`src/rtl/mii_frame_scheduler.sv`:
```
`default_nettype none
// ============================================================================
// Module      : mii_frame_scheduler
// Description : Round-robin scheduler in front of a shared MAC frame
//               generator / MII encoder. It grants one frame source at a
//               time, pulses the generator start input, follows the frame on
//               the 64-bit MII stream (0xFB start, 0xFD terminate), enforces
//               an inter-frame gap and aborts frames that never complete.
// Ports       :
//   clk            - clock, rising edge
//   i_rst_n        - asynchronous active-low reset
//   i_req          - level request per source (sampled only while idle)
//   i_mii_data     - generator MII data, lane i = bits [8i+7:8i]
//   i_mii_ctrl     - generator MII control flags, bit i = lane i
//   o_start        - start pulse to the generator (START_CYCLES clocks)
//   o_grant        - one-hot grant, held from start until the frame ends
//   o_sel          - index of the granted source (holds when idle)
//   o_done         - one-clock pulse on the granted bit at frame completion
//   o_timeout      - one-clock pulse when a frame is aborted
//   o_busy         - high whenever the scheduler is not idle
//   o_frame_count  - completed frame counter, wraps at 16 bits
// Revision    : 1.0 - initial release
// ============================================================================
module mii_frame_scheduler #(
    parameter int N_REQ          = 4,
    parameter int START_CYCLES   = 2,
    parameter int IFG_CYCLES     = 3,
    parameter int TIMEOUT_CYCLES = 256
) (
    input  logic                       clk,
    input  logic                       i_rst_n,
    input  logic [N_REQ-1:0]           i_req,
    input  logic [63:0]                i_mii_data,
    input  logic [7:0]                 i_mii_ctrl,
    output logic                       o_start,
    output logic [N_REQ-1:0]           o_grant,
    output logic [$clog2(N_REQ)-1:0]   o_sel,
    output logic [N_REQ-1:0]           o_done,
    output logic                       o_timeout,
    output logic                       o_busy,
    output logic [15:0]                o_frame_count
);

    localparam int c_sel_w = $clog2(N_REQ);
    localparam int c_st_w  = (START_CYCLES > 1) ? $clog2(START_CYCLES) : 1;
    localparam int c_to_w  = $clog2(TIMEOUT_CYCLES);
    localparam int c_gap_w = (IFG_CYCLES > 1) ? $clog2(IFG_CYCLES) : 1;

    // S_FINISH is the single clock that carries the o_done / o_timeout pulse;
    // it keeps o_busy high and o_grant low, and is followed by the gap.
    typedef enum logic [2:0] {
        S_IDLE     = 3'd0,
        S_START    = 3'd1,
        S_WAIT_SOF = 3'd2,
        S_WAIT_EOF = 3'd3,
        S_FINISH   = 3'd4,
        S_GAP      = 3'd5
    } state_t;

    state_t               state_q,       state_d;
    logic [c_sel_w-1:0]   sel_q,         sel_d;
    logic [c_sel_w-1:0]   rr_ptr_q,      rr_ptr_d;
    logic [c_st_w-1:0]    start_cnt_q,   start_cnt_d;
    logic [c_to_w-1:0]    to_cnt_q,      to_cnt_d;
    logic [c_gap_w-1:0]   gap_cnt_q,     gap_cnt_d;
    logic [15:0]          frame_count_q, frame_count_d;
    logic [N_REQ-1:0]     grant_q,       grant_d;
    logic [N_REQ-1:0]     done_q,        done_d;
    logic                 timeout_q,     timeout_d;
    logic                 start_q,       start_d;
    logic                 busy_q,        busy_d;

    logic [7:0]           w_eof_lane;
    logic                 w_sof;
    logic                 w_eof;
    logic                 w_to_expired;
    logic                 w_complete;
    logic                 w_abort;
    logic                 w_found;
    logic [c_sel_w-1:0]   w_winner;
    logic [c_sel_w-1:0]   w_idx;
    int                   w_idx_int;

    // ------------------------------------------------------------------
    // MII control-character detection
    // ------------------------------------------------------------------
    assign w_sof = i_mii_ctrl[0] && (i_mii_data[7:0] == 8'hFB);

    for (genvar g = 0; g < 8; g++) begin : g_lane
        assign w_eof_lane[g] = i_mii_ctrl[g] && (i_mii_data[8*g +: 8] == 8'hFD);
    end

    assign w_eof        = |w_eof_lane;
    assign w_to_expired = (int'(to_cnt_q) >= TIMEOUT_CYCLES - 1);

    // ------------------------------------------------------------------
    // Round-robin search: first active request at or after rr_ptr_q
    // ------------------------------------------------------------------
    always_comb begin : p_arbiter
        w_found   = 1'b0;
        w_winner  = '0;
        w_idx_int = 0;
        w_idx     = '0;
        for (int i = 0; i < N_REQ; i++) begin
            w_idx_int = int'(rr_ptr_q) + i;
            if (w_idx_int >= N_REQ) begin
                w_idx_int = w_idx_int - N_REQ;
            end
            w_idx = c_sel_w'(w_idx_int);
            if (!w_found && i_req[w_idx]) begin
                w_found  = 1'b1;
                w_winner = w_idx;
            end
        end
    end

    // ------------------------------------------------------------------
    // Next-state logic
    // ------------------------------------------------------------------
    always_comb begin : p_next
        state_d       = state_q;
        sel_d         = sel_q;
        rr_ptr_d      = rr_ptr_q;
        start_cnt_d   = start_cnt_q;
        to_cnt_d      = to_cnt_q;
        gap_cnt_d     = gap_cnt_q;
        frame_count_d = frame_count_q;
        done_d        = '0;
        timeout_d     = 1'b0;
        w_complete    = 1'b0;
        w_abort       = 1'b0;

        case (state_q)
            S_IDLE: begin
                if (w_found) begin
                    sel_d       = w_winner;
                    // Pointer advances at grant time, so an aborted frame
                    // still moves the round-robin on.
                    rr_ptr_d    = (int'(w_winner) == N_REQ - 1) ? '0 : w_winner + 1'b1;
                    start_cnt_d = '0;
                    state_d     = S_START;
                end
            end
            S_START: begin
                // Control characters during START are not tracked.
                if (int'(start_cnt_q) >= START_CYCLES - 1) begin
                    to_cnt_d = '0;
                    state_d  = S_WAIT_SOF;
                end else begin
                    start_cnt_d = start_cnt_q + 1'b1;
                end
            end
            S_WAIT_SOF: begin
                // A lone EOF here belongs to no frame and is ignored.
                if (w_sof && w_eof) begin
                    w_complete = 1'b1;
                end else if (w_to_expired) begin
                    w_abort = 1'b1;
                end else begin
                    to_cnt_d = to_cnt_q + 1'b1;
                    if (w_sof) begin
                        state_d = S_WAIT_EOF;
                    end
                end
            end
            S_WAIT_EOF: begin
                if (w_eof) begin
                    w_complete = 1'b1;
                end else if (w_to_expired) begin
                    w_abort = 1'b1;
                end else begin
                    to_cnt_d = to_cnt_q + 1'b1;
                end
            end
            S_FINISH: begin
                gap_cnt_d = '0;
                state_d   = (IFG_CYCLES == 0) ? S_IDLE : S_GAP;
            end
            S_GAP: begin
                if (int'(gap_cnt_q) >= IFG_CYCLES - 1) begin
                    state_d = S_IDLE;
                end else begin
                    gap_cnt_d = gap_cnt_q + 1'b1;
                end
            end
            default: begin
                state_d = S_IDLE;
            end
        endcase

        if (w_complete) begin
            done_d[sel_q] = 1'b1;
            frame_count_d = frame_count_q + 16'd1;
            state_d       = S_FINISH;
        end
        if (w_abort) begin
            timeout_d = 1'b1;
            state_d   = S_FINISH;
        end
    end

    // ------------------------------------------------------------------
    // Output decode from the next state; every output leaves a flop
    // ------------------------------------------------------------------
    always_comb begin : p_out
        grant_d = '0;
        if ((state_d == S_START) || (state_d == S_WAIT_SOF) || (state_d == S_WAIT_EOF)) begin
            grant_d[sel_d] = 1'b1;
        end
        start_d = (state_d == S_START);
        busy_d  = (state_d != S_IDLE);
    end

    always_ff @(posedge clk or negedge i_rst_n) begin : p_regs
        if (!i_rst_n) begin
            state_q       <= S_IDLE;
            sel_q         <= '0;
            rr_ptr_q      <= '0;
            start_cnt_q   <= '0;
            to_cnt_q      <= '0;
            gap_cnt_q     <= '0;
            frame_count_q <= '0;
            grant_q       <= '0;
            done_q        <= '0;
            timeout_q     <= 1'b0;
            start_q       <= 1'b0;
            busy_q        <= 1'b0;
        end else begin
            state_q       <= state_d;
            sel_q         <= sel_d;
            rr_ptr_q      <= rr_ptr_d;
            start_cnt_q   <= start_cnt_d;
            to_cnt_q      <= to_cnt_d;
            gap_cnt_q     <= gap_cnt_d;
            frame_count_q <= frame_count_d;
            grant_q       <= grant_d;
            done_q        <= done_d;
            timeout_q     <= timeout_d;
            start_q       <= start_d;
            busy_q        <= busy_d;
        end
    end

    assign o_start       = start_q;
    assign o_grant       = grant_q;
    assign o_sel         = sel_q;
    assign o_done        = done_q;
    assign o_timeout     = timeout_q;
    assign o_busy        = busy_q;
    assign o_frame_count = frame_count_q;

endmodule
`default_nettype wire

```
`config.mk`:
```
export PLATFORM = sky130hd
export DESIGN_NAME = mii_frame_scheduler
export DESIGN_NICKNAME = d
export VERILOG_FILES = /design/src/rtl/mii_frame_scheduler.sv
export SDC_FILE = /design/constraint.sdc
export NUM_CORES = 1
export LEC_CHECK = 0
export ABC_AREA = 1
export BUFFER_PORTS_ARGS = -buffer_cell sky130_fd_sc_hd__buf_2
export CAP_MARGIN = 5
export CORE_MARGIN = 8
export CORE_UTILIZATION = 44
export CTS_CLUSTER_DIAMETER = 60
export DETAILED_ROUTE_END_ITERATION = 10
export GPL_TIMING_DRIVEN = 0
export PLACE_DENSITY = 0.87
export SLEW_MARGIN = 10
export SYNTH_ARGS = -nofsm -noshare
export SYNTH_HDL_FRONTEND = slang
export SYNTH_SLANG_ARGS = --single-unit
```
`constraint.sdc`:
```
create_clock -name clk -period 1.6 [get_ports clk]
set_input_delay 0.16 -clock clk [delete_from_list [all_inputs] [get_ports clk]]
set_output_delay 0.16 -clock clk [all_outputs]
set_load 0.05 [all_outputs]
```
==> metrics.txt <==
critical setup path kind reg2reg; clock transition at the registers of the reported paths 0.10 ns; Period Utilization, post-route 111%; Post-DP Area about 3400 um2; Hold Crit Class in2async; CTS buffer count 5; failing checks negative hold slack, negative setup slack; CP max stage delay approximately 0.4 ns; Congestion Overflow GR 0; post-synth top area cell dfrtp_1; n_diodes 0; first-pass GRT wire length 12200 um; placement row count 29; CP max stage cell dfrtp_1; Critical Path RT 1.81 ns; FF+latch count, synth 45; crit path max fanout 5; setup violators final 13; slew margin rel. 35.2%; FMAX between 500 and 600 MHz; port bufs 106; CP most frequent cell nand2_2; setup ws final -0.174 ns; routed vias just under 3k; clk_skew 0.0120 ns; drt drc 0; Area Overhead vs Synth 44.4%; Slew Viols, Final 0; power consumption 6150 uW; Total GRT Usage 16.6%; Antenna Violating Nets Remaining 0; initial drt markers 142; Final nets 591; async set-reset flop share out of synthesis 100%; Max Cap Viol 0; PwrDens 1550 nW/um2; die height 95.1 um; count leader, synth nand2_1; pre-CTS setup slack -0.214 ns; outcome finished, violations left; Least-Margin Pin Slew 0.972 ns; wire length per cell around 15 um; Die Area 9040 um2; Startpoint Class flop; largest net degree at the start of global routing 46; hold buffer count at CTS 0; Chip Width 95.1 um; Synth top cells by count nand2_1, nor2_1, inv_1; vias in the first global route 2926; TritonCTS Sinks 45; Top delay family on crit path simple AND/OR/NAND/NOR gates; worst path buffer plus inverter count 3; Mapped Nets 459; RSZ-0062 raised after global routing yes; Initial Util 44.3%; CTS Root Cell clkbuf_8; final hold vios 2; synth warn 0; sequential area share after synthesis between 40% and 50%; Primary FF master, synth dfrtp_1; Final Wtd Congestion 0.894; core region area 6200 um2; First-pass DRT Iterations 5; final instance area between 3000 and 4000 um2; post-synthesis instance total 378; unique cell type count in the Yosys netlist 34; share of post-route cells with drive strength above 1 45.8%; leakage dissipation 0.00214 uW; critical-path cell list buf_6 > xnor2_4 > nand2_2 > nand2_4 > nand3_4 > buf_4 > nand2_2 > nand3_2 > nand2_2 > inv_2 > nand2_1 > nor2_1; synthesized cell area 2750 um2; Hold WS -0.00545 ns; Worst EP arrival 1.99 ns; initial antenna violation count 0; Final min period around 1.8 ns; Area contributors post-synth dfrtp_1, nand2_1, nor2_1; CTS H-tree lvls 2; CP endpoint kind flop; syn_area_per_cell 7.28 um2; CTS tree done; maximum vdd ir drop approximately 1.1 mV; post-DR vias/cell 5.07; total wire length 8630 um; Final HPWL DP 5830 um; post-synth top area share 40.9%; number of synthesized flops with an enable pin 0; clk buf depth 2; worst skew pair latency 0.31 ns; Ports 107
==> what timing repair did <==
item | CTS | global route
pin swaps | 12 | 26
resized for setup | 25 | 76
setup endpoints to repair | 18 | 25
cloned | 1 | 1
buffers inserted | 9 | 8
==> final cells by class <==
cell class                      instances  area (um2)
Buffer                                  4        45.0
Clock buffer                            5        68.8
Tap cell                               77        96.3
Inverter                               61         243
Fill cell                             500        2230
Sequential cell                        45        1140
Timing Repair Buffer                  124         669
Clock inverter                          3        25.0
Multi-Input combinational cell        269        1690
==> worst paths after layout <==
path                                from                to  slack, ns  cells after the start
max                                 flop        o_grant[1]      -0.17                     12
min                              i_rst_n         o_done[0]     -0.005                      1
max reg2reg                         flop        o_grant[1]      -0.17                     12
min reg2reg                     o_sel[1]         o_done[0]       0.49                      1
max in group asynchronous        i_rst_n  o_frame_count[2]       0.92                      1
min in group clk           i_mii_data[2]         o_timeout       0.46                      7
==> report_power, final <==
group	internal, uW	total, uW	switching [uW]
clock	315	739	423
combinational	1440	3850	2420
sequential	1380	1560	182
total	3130	6150	3020
==> flip-flops by register name, indices dropped and copies added, names as in the netlist, named ones only <==
name           flops
rr_ptr_q           1
o_timeout          1
o_sel              2
gap_cnt_q          2
o_busy             1
o_frame_count     16
o_grant            4
start_cnt_q        1
state_q            3
o_start            1
to_cnt_q           8
o_done             4
==> metal layers <==
| metal | routed length (um) | share of wire [%] | GRT usage [%] |
|---|---|---|---|
| met4 | 328 | 3.8 | 6.63 |
| met2 | 4910 | 57 | 33.0 |
| met1 | 3000 | 35 | 16.1 |
| met3 | 386 | 4.5 | 3.39 |
| met5 | 0 | 0 | 0 |
==> layout by cell type, fill, tap and decap left out, types with 12 or more instances in the layout <==
| cell | instances |
|---|---|
| nand3_1 | 22 |
| nor2_1 | 41 |
| inv_1 | 45 |
| buf_4 | 18 |
| nand2_2 | 22 |
| dfrtp_1 | 37 |
| buf_2 | 106 |
| nand2_1 | 77 |
| inv_2 | 12 |
==> logic make-up (layout without fill, tap and decap cells) <==
kind of cell             Yosys count  in the layout  synth area share (%)
AND/OR/NAND/NOR                  219            220                  35.9
buffers and inverters             65            197                  9.60
flip-flops                        45             45                  40.9
AO/OA/AOI/OAI                     26             26                  5.59
XOR/XNOR                          20             20                  6.64
adder cells (fa/ha/maj)            3              3                  1.36
==> per-stage QoR <==
step	util [%]	instances	hold slack (ns)	setup TNS (ns)
floorplan	-	378	-0.136	0
global placement	54.6	561	0.354	-0.795
detailed placement	54.6	561	0.364	-1.56
CTS	58.6	579	0.0347	-0.604
global route	64.0	588	0.0745	-3.51
finish	64.0	588	-0.00545	-1.46
Note: power is estimated with default switching activity, not from simulation.
